<file path="src/rtl/bwt_req_issue_pkg.sv">
// bwt_req_issue_pkg: shared pipeline constants for the backward-control request issue path
package bwt_req_issue_pkg;
  localparam int ADDR_W = 42;
  typedef enum logic {ISSUE_K = 1'b0, ISSUE_L = 1'b1} issue_state_t;
  localparam logic HALF_K = 1'b0;
  localparam logic HALF_L = 1'b1;
endpackage

</file>
<file path="src/rtl/bwt_req_issue_req_fifo.sv">
// req_fifo: parameterised synchronous circular FIFO with a combinational head view
module req_fifo #(
  parameter int W = 8,
  parameter int DEPTH = 16
) (
  input  logic                     clk,
  input  logic                     rst,
  input  logic                     push,
  input  logic                     pop,
  input  logic [W-1:0]             din,
  output logic [W-1:0]             dout,
  output logic                     full,
  output logic                     empty,
  output logic [$clog2(DEPTH):0]   count
);
  localparam int AW = $clog2(DEPTH);
  logic [W-1:0] mem [DEPTH];
  logic [AW-1:0] wr_ptr, rd_ptr;
  logic do_push, do_pop;
  assign full = count == (AW+1)'(DEPTH);
  assign empty = count == '0;
  assign do_pop = pop & ~empty;
  // a pop frees the head slot in the same cycle, so a full FIFO can still take a push
  assign do_push = push & (~full | do_pop);
  assign dout = mem[rd_ptr];
  always_ff @(posedge clk) begin
    if (rst) begin
      wr_ptr <= '0;
      rd_ptr <= '0;
      count <= '0;
    end else begin
      if (do_push) wr_ptr <= wr_ptr + 1'b1;
      if (do_pop) rd_ptr <= rd_ptr + 1'b1;
      count <= count + (AW+1)'(do_push) - (AW+1)'(do_pop);
    end
  end
  always_ff @(posedge clk)
    if (do_push) mem[wr_ptr] <= din;
endmodule

</file>
<file path="src/rtl/bwt_req_issue.sv">
// bwt_req_issue: queues k/l lookup requests and issues each as two memory requests, k then l
`ifndef READ_NUM_WIDTH
`define READ_NUM_WIDTH 8
`endif
module bwt_req_issue
  import bwt_req_issue_pkg::*;
#(
  parameter int DEPTH = 16,
  parameter int SKID = 4,
  parameter int RN_W = `READ_NUM_WIDTH
) (
  input  logic                     clk,
  input  logic                     rst,
  input  logic                     request_valid,
  input  logic [RN_W-1:0]          read_num,
  input  logic [ADDR_W-1:0]        addr_k,
  input  logic [ADDR_W-1:0]        addr_l,
  output logic                     stall,
  output logic                     mem_req_valid,
  input  logic                     mem_req_ready,
  output logic [ADDR_W-1:0]        mem_req_addr,
  output logic [RN_W:0]            mem_req_tag,
  output logic [$clog2(DEPTH):0]   occupancy,
  output logic                     overflow_err
);
  localparam int EW = RN_W + 2 * ADDR_W;
  localparam logic [$clog2(DEPTH):0] STALL_AT = ($clog2(DEPTH)+1)'(DEPTH - SKID);
  logic [EW-1:0] head;
  logic full, empty, hs, pop;
  logic [$clog2(DEPTH):0] count;
  issue_state_t state, state_nxt;
  req_fifo #(.W(EW), .DEPTH(DEPTH)) u_fifo (
    .clk(clk),
    .rst(rst),
    .push(request_valid),
    .pop(pop),
    .din({read_num, addr_k, addr_l}),
    .dout(head),
    .full(full),
    .empty(empty),
    .count(count)
  );
  assign mem_req_valid = ~empty;
  assign hs = mem_req_valid & mem_req_ready;
  assign pop = hs & (state == ISSUE_L);
  assign occupancy = count;
  assign stall = count >= STALL_AT;
  always_ff @(posedge clk) state <= rst ? ISSUE_K : state_nxt;
  always_comb begin
    state_nxt = state;
    mem_req_addr = head[2*ADDR_W-1 -: ADDR_W];
    mem_req_tag = {head[EW-1 -: RN_W], HALF_K};
    if (hs) state_nxt = (state == ISSUE_K) ? ISSUE_L : ISSUE_K;
    if (state == ISSUE_L) begin
      mem_req_addr = head[ADDR_W-1:0];
      mem_req_tag = {head[EW-1 -: RN_W], HALF_L};
    end
  end
  always_ff @(posedge clk) begin
    if (rst) overflow_err <= 1'b0;
    else if (request_valid & full & ~pop) overflow_err <= 1'b1;
  end
endmodule
</file>
<file path="config.mk">
export PLATFORM = sky130hd
export DESIGN_NAME = bwt_req_issue
export DESIGN_NICKNAME = d
export VERILOG_FILES = /design/src/rtl/bwt_req_issue_pkg.sv /design/src/rtl/bwt_req_issue_req_fifo.sv /design/src/rtl/bwt_req_issue.sv
export SDC_FILE = /design/constraint.sdc
export NUM_CORES = 1
export LEC_CHECK = 0
export BUFFER_PORTS_ARGS = -buffer_cell sky130_fd_sc_hd__buf_2
export CAP_MARGIN = 15
export CORE_MARGIN = 2
export CORE_UTILIZATION = 56
export CTS_CLUSTER_SIZE = 25
export DETAILED_ROUTE_END_ITERATION = 12
export PLACE_DENSITY = 0.76
export SLEW_MARGIN = 20
export SYNTH_ARGS = -nofsm -noshare
export SYNTH_HDL_FRONTEND = slang
export SYNTH_SLANG_ARGS = --single-unit
</file>
<file path="constraint.sdc">
create_clock -name clk -period 7.7 [get_ports clk]
set_input_delay 0.385 -clock clk [delete_from_list [all_inputs] [get_ports clk]]
set_output_delay 0.385 -clock clk [all_outputs]
set_load 0.1 [all_outputs]
</file>
==> results.ini <==
[floorplan]
start_util_pct = 56.6
fp.dieH_um = 325
rows = 117
dieArea_sq_mm = 0.106
ios = 155
core_area_sq_mm = 0.102
die-width_um = 325

[pwr]
p_leak_uw = 0.0200
ir_drop_uv = 528
powerDensity_mw_per_mm2 = 301

[global_route]
grt-ovfl-total = 0
grt_max_degree = 163
grtUsageTotal_pct = 25.0
grt_pass1_wl_um = 195000
grt_pass1_vias = 30205
antenna_found_initial = 16

[routing]
drt_iter0_drc = 3683
via_count = 30599
via_per_inst = 6.24
wl_per_cell_um = 27.2
wl_um = 133000
antenna_left = 0
drcViolationCount = 0
dr.pass1.iters = 6

[yosys]
ys_seq_area_share_pct = 77.2
synthAdderAreaFrac_pct = 0.316
synth.distinct_cells = 34
syn_area_sq_mm = 0.0577
muxShareOfSynthArea_pct = 13.3
ys_warn_count = 0
synth_top_family_by_area = multiplexers
synth-compound-area-share_pct = 4.56
syn_area_per_cell_sq_um = 18.3
synth-xor-area-share_pct = 0.152
synth-seq-cells = 1491
syn_nets = 3272
postSynthCellCount = 3162
synth-simple-area-share_pct = 2.74

[place]
dp_slack_ns = 3.23
finalWeightedCongestion = 0.728
port_buffers = 154
dpl.hpwl_um = 61900

[timing]
setup_ws_ns = 2.46
min_period_over_period_pct = 68.1
maxSlewHeadroom_pct = 26.0
fin_crit_ns = 5.24
hold_viol_final = 0
fmax_mhz = 191
grt_setup_unrepaired = false
fin_tns_setup_ns = 0
slew_violations = 0
setup_viol = 0
skew_ns = 0.0259
worstMarginPinSlew_ns = 1.11

[layout]
area.growth.synth_to_final_pct = 13.5
nets = 3525
drive_above_1_share_pct = 12.7
utilization_pct = 64.2
multi_input_area_sq_mm = 0.0124
fillers = 6752
area.sequential_sq_mm = 0.0446

[worst_setup_path]
crit_buf_inv = 3
crit_chain = and2_4, buf_4, buf_4, a22o_1, nor3_1, a31oi_1, nand3_1, buf_2
cp-end-kind = output pin
crit_path_start_kind = register
crit_slowest_cell = dfxtp_1
slowest_delay_ns = 0.91
cp_data_arrival_time_ns = 4.86
crit_type = reg -> out
cpLargestDelayFamily = buffers and inverters
cp_common_cell = buf_4
crit_fanout = 48
worstPathRequired_ns = 7.32

[clock_tree]
cts_buffers = 145
cts.sinks = 1491
cts_resized = 0
cts_tree = yes
cts_buffer_depth = 3
htreeDepth = 4
worstSkewPairLatency_ns = 0.76
clkSlewWorstSetupHoldPaths_ns = 0.06
ctsRootBufferMaster = clkbuf_16

[hold_path]
hold_path.class = in -> reg

[run]
drv_cap = 0

[run_status]
status = finished clean

==> layout make-up <==
type	instances	area share [%]
flip-flops and latches	1491	68.1
repair buffers	289	3.43
clock buffers	185	5.83
multi-input cells	1478	18.9
inverters	10	0.0573
well taps	1368	2.61
diodes	3	0.0115
clock inverters	76	1.14
==> routing by layer <==
metal	share of wire, %	vias to the layer above	track usage (%)	wire (um)
met5	0.086	-	0	115
met4	1.9	18	6.48	2470
met3	9.1	211	4.93	12100
met2	47	1440	38.8	62700
met1	42	15794	36.6	56100
li1	-	13136	-	-
==> power breakdown <==
group	internal, uW	switching (uW)	leakage, uW
Sequential	9200	79.5	0.0134
Clock	3900	2930	0.00223
Combinational	786	2840	0.00428
==> cells by family (layout without fill, tap and decap cells) <==
group,after synthesis,in the layout
simple gates,355,355
flops,1491,1491
xor+xnor,10,10
buf+inv,193,560
other cells,0,3
compound gates,386,386
fa+ha+maj,14,14
mux,713,713
==> per-stage QoR <==
step,total power [uW],hold WS [ns],instances,cell area [sq um]
5_1_grt,20300,0.0173,4898,65500
2_1_floorplan,12000,0.472,3162,57800
3_5_place_dp,13000,0.463,4545,60000
4_1_cts,19800,0.000257,4896,65500
3_3_place_gp,13000,0.459,4545,60000
6_report,19700,0.0361,4900,65500
==> registers in the layout, indices dropped and copies added, names as in the netlist, named ones only <==
signal         flops
u_fifo.wr_ptr      4
overflow_err       1
u_fifo.count       5
state              1
u_fifo.mem      1472
u_fifo.rd_ptr      4
==> Yosys cell counts (all sizes together) <==
| cell | instances | share of area (%) |
|---|---|---|
| edfxtp | 1472 | 77 |
| mux2i | 673 | 12 |
| buf | 142 | 1.4 |
| nand2 | 136 | 0.88 |
| a21oi | 130 | 1.1 |
| a22oi | 126 | 1.6 |
| nand3 | 126 | 1.1 |
| a22o | 84 | 1.3 |
| nor3 | 46 | 0.40 |
| a31oi | 43 | 0.48 |
| clkbuf | 41 | 0.27 |
| mux4 | 40 | 1.7 |
| nor2 | 34 | 0.22 |
| dfxtp | 19 | 0.66 |
| ha | 13 | 0.28 |
| inv | 10 | 0.065 |
| xor2 | 6 | 0.091 |
| nand2b | 4 | 0.043 |
| nor2b | 4 | 0.043 |
| xnor2 | 4 | 0.061 |
| nand4 | 2 | 0.022 |
| a21o | 1 | 0.013 |
| a221o | 1 | 0.017 |
| a41oi | 1 | 0.015 |
| and2 | 1 | 0.011 |
| fa | 1 | 0.035 |
| nor3b | 1 | 0.013 |
| or2 | 1 | 0.011 |
==> cells in the final DEF, fill, tap and decap left out, drive strengths merged, types with 19 or more instances in the layout <==
master,count
a21oi,130
a22o,84
a22oi,126
a31oi,43
buf,199
clkbuf,185
clkinv,55
dfxtp,19
dlygate4sd3,90
edfxtp,1472
mux2i,673
mux4,40
nand2,136
nand3,126
nor2,34
nor3,46
==> worst register-to-register path: stages (launching register included) <==
cell	delay (ns)
dfxtp_1	0.40
inv_1	0.09
ha_1	0.19
nor3b_1	0.17
a31oi_2	0.43
nand2_1	0.33
nor2_4	0.17
buf_4	0.73
buf_4	0.88
==> repair_timing <==
action                                  CTS  global route
buffers inserted                          0             0
hold buffers                             90             0
endpoints found under the hold margin  1290             0
==> path summary, 6_finish.rpt <==
path,startpoint,end,slack [ns],cells past startpoint
hold / removal,addr_l[38],u_fifo.mem[11][38]$_DFFE_PP_,0.04,1
setup / recovery,register,mem_req_addr[26],2.46,8
hold reg to reg,u_fifo.rd_ptr[3]$_SDFFE_PP0P_,register,0.51,2
setup reg to reg,u_fifo.count[2]$_SDFF_PP0_,u_fifo.mem[6][21]$_DFFE_PP_,3.86,8
(Power assumes the default switching activity.)
